### src/rtl/ef_wdt_pkg.sv
// Shared definitions for the windowed watchdog: FSM state encoding and width.
// No logic, no latency.
// No flow control; pure type/constant package.
package ef_wdt_pkg;

  // Width of the exported state field.
  localparam int STATE_W = 2;

  // Watchdog FSM states; encodings are visible on the state output.
  typedef enum logic [STATE_W-1:0] {
    IDLE = 2'd0,
    RUN  = 2'd1,
    WARN = 2'd2,
    TRIP = 2'd3
  } wdt_state_e;

endpackage

### src/rtl/ef_wdt_prescaler.sv
// Prescaler: free-running 0..div counter producing a one-cycle tick at div.
// Tick is combinational from the registered count (same-cycle as count==div).
// No backpressure; clr forces the count to 0 and has priority over en.
module ef_wdt_prescaler #(
  parameter int PW = 8
) (
  input  logic          clk,
  input  logic          rst,
  input  logic          clr,
  input  logic          en,
  input  logic [PW-1:0] div,
  output logic          tick
);

  logic [PW-1:0] cnt_q;
  logic [PW-1:0] cnt_d;

  // A tick fires in the cycle the count equals div; div is read live, so a
  // new divisor is honoured at the next compare.
  assign tick = en && (cnt_q == div);

  // Next count: clear, wrap after a tick, or advance while enabled.
  always_comb begin
    cnt_d = cnt_q;
    if (clr) begin
      cnt_d = '0;
    end else if (en) begin
      if (tick) begin
        cnt_d = '0;
      end else begin
        cnt_d = cnt_q + PW'(1);
      end
    end
  end

  // Count register with synchronous reset.
  always_ff @(posedge clk) begin
    if (rst) begin
      cnt_q <= '0;
    end else begin
      cnt_q <= cnt_d;
    end
  end

endmodule

### src/rtl/ef_wdt_window.sv
// Windowed watchdog: prescaled down-counter, warn on first expiry, trip on second or early kick.
// All outputs registered; one clk from input change to output response.
// No backpressure; kick is a level sampled every cycle and wins over a coincident tick.
module ef_wdt_window
  import ef_wdt_pkg::*;
#(
  parameter int W  = 32,
  parameter int PW = 8
) (
  input  logic               clk,
  input  logic               rst,
  input  logic               en,
  input  logic [W-1:0]       load,
  input  logic [W-1:0]       window,
  input  logic [PW-1:0]      pre_div,
  input  logic               kick,
  output logic [W-1:0]       count,
  output logic               warn,
  output logic               to,
  output logic               early,
  output logic [STATE_W-1:0] state
);

  wdt_state_e state_q;
  logic [W-1:0] count_q;
  logic         warn_q;
  logic         to_q;
  logic         early_q;

  logic in_service;
  logic kick_legal;
  logic presc_clr;
  logic presc_en;
  logic tick;

  // Service decode: only RUN/WARN count down and react to kicks; the window
  // compare uses the live threshold so a new window applies immediately.
  always_comb begin
    in_service = en && ((state_q == RUN) || (state_q == WARN));
    kick_legal = in_service && kick && (count_q <= window);
    presc_en   = in_service;
    presc_clr  = !en || (state_q == IDLE) || kick_legal;
  end

  ef_wdt_prescaler #(
    .PW (PW)
  ) u_prescaler (
    .clk  (clk),
    .rst  (rst),
    .clr  (presc_clr),
    .en   (presc_en),
    .div  (pre_div),
    .tick (tick)
  );

  // Watchdog FSM and down-counter; rst beats en, en=0 beats everything else,
  // and within RUN/WARN a kick discards any same-cycle tick.
  always_ff @(posedge clk) begin
    if (rst) begin
      state_q <= IDLE;
      count_q <= '0;
      warn_q  <= 1'b0;
      to_q    <= 1'b0;
      early_q <= 1'b0;
    end else if (!en) begin
      state_q <= IDLE;
      count_q <= load;
      warn_q  <= 1'b0;
      to_q    <= 1'b0;
      early_q <= 1'b0;
    end else begin
      case (state_q)
        IDLE: begin
          state_q <= RUN;
          count_q <= load;
        end
        RUN, WARN: begin
          if (kick) begin
            if (count_q <= window) begin
              state_q <= RUN;
              count_q <= load;
              warn_q  <= 1'b0;
            end else begin
              // Kick before the window opened: trip with the count frozen.
              state_q <= TRIP;
              early_q <= 1'b1;
              to_q    <= 1'b1;
            end
          end else if (tick) begin
            if (count_q != '0) begin
              count_q <= count_q - W'(1);
            end else if (state_q == RUN) begin
              // First expiry: flag it and give software another full period.
              state_q <= WARN;
              warn_q  <= 1'b1;
              count_q <= load;
            end else begin
              // Second expiry: count stays at zero.
              state_q <= TRIP;
              to_q    <= 1'b1;
            end
          end
        end
        TRIP: begin
          // Terminal until en drops or rst; kicks have no effect here.
        end
        default: begin
          state_q <= IDLE;
        end
      endcase
    end
  end

  assign count = count_q;
  assign warn  = warn_q;
  assign to    = to_q;
  assign early = early_q;
  assign state = state_q;

endmodule
### config.mk
export PLATFORM = sky130hd
export DESIGN_NAME = ef_wdt_window
export DESIGN_NICKNAME = d
export VERILOG_FILES = /design/src/rtl/ef_wdt_pkg.sv /design/src/rtl/ef_wdt_prescaler.sv /design/src/rtl/ef_wdt_window.sv
export SDC_FILE = /design/constraint.sdc
export NUM_CORES = 1
export LEC_CHECK = 0
export ABC_AREA = 1
export BUFFER_PORTS_ARGS = -buffer_cell sky130_fd_sc_hd__buf_2
export CAP_MARGIN = 10
export CORE_AREA = 2 2 94 96
export DETAILED_ROUTE_END_ITERATION = 16
export DIE_AREA = 0 0 96 98
export GPL_ROUTABILITY_DRIVEN = 0
export GPL_TIMING_DRIVEN = 0
export PLACE_DENSITY = 0.89
export SKIP_CTS_REPAIR_TIMING = 1
export SYNTH_ARGS = -nofsm -noshare
export SYNTH_HDL_FRONTEND = slang
export SYNTH_HIERARCHICAL = 1
export SYNTH_SLANG_ARGS = --single-unit
### constraint.sdc
create_clock -name clk -period 2.5 [get_ports clk]
set_input_delay 0.5 -clock clk [delete_from_list [all_inputs] [get_ports clk]]
set_output_delay 0.5 -clock clk [all_outputs]
set_load 0.005 [all_outputs]
==> metrics.txt <==
pre-CTS setup slack -0.246 ns; via density per instance roughly 5.2; Synth Area in Simple Gates 40.4%; Vias 5002; post-synthesis async set-or-reset flop share 0%; Yosys cell types between 40 and 50; post-layout min period roughly 2.3 ns; final setup margin 0.157 ns; CTS tree yes; root buffer cell clkbuf_8; Reg clk slew, reported paths 0.09 ns; Area Overhead vs Synth 20.5%; Worst EP arrival about 2.6 ns; status completed; Synth area leaders dfxtp_1, nand2_1, ha_1, inv_1, nor2_1; Rows 34; number of synthesized flops with an enable pin 0; max-cap violations 0; Worst Path Max Fanout 10; worst-margin pin slew approximately 0.84 ns; DRC 0; mux cell area share after synthesis 0%; count of final setup violators 0; Top FF cell, synth dfxtp_1; PD cells slightly above 400 nW/um^2; post-synthesis compound-gate area fraction between 10% and 20%; Final Max Tran Viols 0; clock skew between 0.006 and 0.007 ns; pin count of the biggest net entering global routing 13; share of layout cells above drive strength 1 between 20% and 30%; total track usage about 26%; Detailed Route WL 12300 um; syn nets about 840; Ports 113; die height 98 um; Static Leak 2.86 nW; Synth Warn # 6; Hold Vio Cnt, Final 0; Initial Utilization 53.0%; top-area cell type share of the netlist area between 20 and 25%; Fmax achieved between 400 and 500 MHz; relative slew slack a little over two fifths; DIE AREA 9410 sq um; largest family of logic cells by synthesized area simple AND/OR/NAND/NOR gates; Final ANT Viol Nets 0; Hold WC Path Type reg2reg; DIE WIDTH around 96 um; Worst setup SP type register; clock sink count between 40 and 50; cell accounting for the most synthesized area dfxtp_1; number of global-route vias before repair approximately 4400; Buffers on Ports around 110; initial antenna violation count 0; kind of critical path reg2reg; clock buffer count from CTS 5; htree depth 2; xor-xnor portion of the synthesized cell area 4.69%; Core ar. about 8500 sq um; CP endpoint kind register; gate count after technology mapping slightly above 700; Seq cells post-synth 45; number of nets in the layout 961; first-pass GRT wire length just under 20000 um; syn avg cell area between 6 and 7 sq um; post-synthesis sequential area ratio between 20% and 30%; Worst EP required approximately 2.7 ns; Clock Path Buffers 2; Mapped Area 4480 sq um; gr ovfl total 0; DR pass1 iterations 6; ANT cells 0; Iteration-0 DRC Markers between 200 and 300; VDD IR max just over 0.0002 V; crit share post-route 93.7%; Avg WL per Cell between 10 and 15 um; worst skew pair latency 0.30 ns; Setup TNS 0 ns; Adder-Cell Fraction of Synth Area about 10%; post-DP HPWL around 9400 um
[layer usage]
layer  routed length, um  GRT usage (%)  up-vias
li1                    -              -     2567
met1                5210           33.3     2196
met2                5750           42.4      212
met3                1060           5.79       27
met4                 258           8.35        0
met5                   0              0        -
[cell usage after synthesis (3+ instances only)]
master and n:
o21a_1 4, buf_8 4, nor2_1 85, inv_2 5, o21ai_1 9, buf_2 4
a21oi_1 57, nand3_2 3, dfxtp_1 45, nand3_1 62, nor2_2 10, nand4_1 10
nand2_1 183, buf_1 3, buf_4 3, a21oi_2 3, clkbuf_1 6, nor3_1 8
nor2_4 6, o21ai_0 20, nor3_2 3, nand2_2 8, inv_1 101, xor2_1 22
ha_1 37
[area by class of cell]
cell class	count	area, sq um
inverter	106	403
timing repair buffer	116	611
sequential	45	910
multi-input combinational	552	3100
buffer	22	163
clock buffer	7	86.3
fill	801	3060
tap	108	135
[per-stage QoR]
| stage | std cells | utilization [%] | hold WS [ns] | total power, mW | instance area, sq um |
|---|---|---|---|---|---|
| 2_1_floorplan | 724 | - | 0.447 | 1.43 | 4480 |
| 3_5_place_dp | 943 | 61.1 | 0.449 | 1.68 | 5170 |
| 6_report | 956 | 63.8 | 0.463 | 2.19 | 5410 |
| 4_1_cts | 950 | 62.1 | 0.462 | 2.16 | 5260 |
| 3_3_place_gp | 943 | 61.1 | 0.440 | 1.67 | 5170 |
| 5_1_grt | 956 | 63.8 | 0.487 | 2.35 | 5410 |
[sequential cells by signal, indices dropped and copies added (netlist names)]
signal	flops
state	2
u_prescaler/cnt_q	8
count	32
to	1
early	1
warn	1
[cell families after synthesis]
group / Yosys count
flip-flops: 45
adder cells (fa/ha/maj): 37
AND/OR/NAND/NOR: 392
buffers and inverters: 128
XOR/XNOR: 24
AO/OA/AOI/OAI: 98
[worst max-delay path, cell delays in order, from the launching register on]
cell and delay, ns:
dfxtp_2 0.35, inv_2 0.05, ha_4 0.28, inv_1 0.08, a21oi_1 0.66, clkbuf_1 0.47
nand3_1 0.18, nand2_1 0.11, nor2_1 0.05
[layout by cell type, fill, tap and decap left out, types with 2 or more instances in the layout]
master      n
o21a_1      4
clkbuf_1    7
inv_2       9
nand2_1   181
buf_2     115
clkbuf_8    6
nand4_1    10
nor3_4      2
nand3_2     3
nor2_4      7
nor3_1      7
dfxtp_2     7
nand2_4     4
buf_8       5
ha_1       36
buf_1       3
a21oi_2     5
o21ai_1     9
nor2_1     82
or2_0       2
dfxtp_1    38
nand3b_1    2
xnor2_1     2
xor2_1     22
nand2_2     9
nor2_2     12
buf_4       7
o21ai_0    20
nand3_1    62
inv_1      96
a21oi_1    55
nor3_2      4
[path summary, 6_finish.rpt]
kind | startpoint | endpoint | slack, ns | depth (start not counted)
setup / recovery | state[1] | count[0] | 0.16 | 8
hold / removal | to | to | 0.46 | 2
setup reg to reg | state[1] | count[0] | 0.16 | 8
hold reg to reg | to | to | 0.46 | 2
[power by group]
group          leakage (nW)  internal, mW  switching, mW
registers             0.374         0.771         0.0936
logic                  2.44         0.349          0.499
clock network        0.0443         0.220          0.258
No activity file was read; power rests on OpenSTA's default activity.
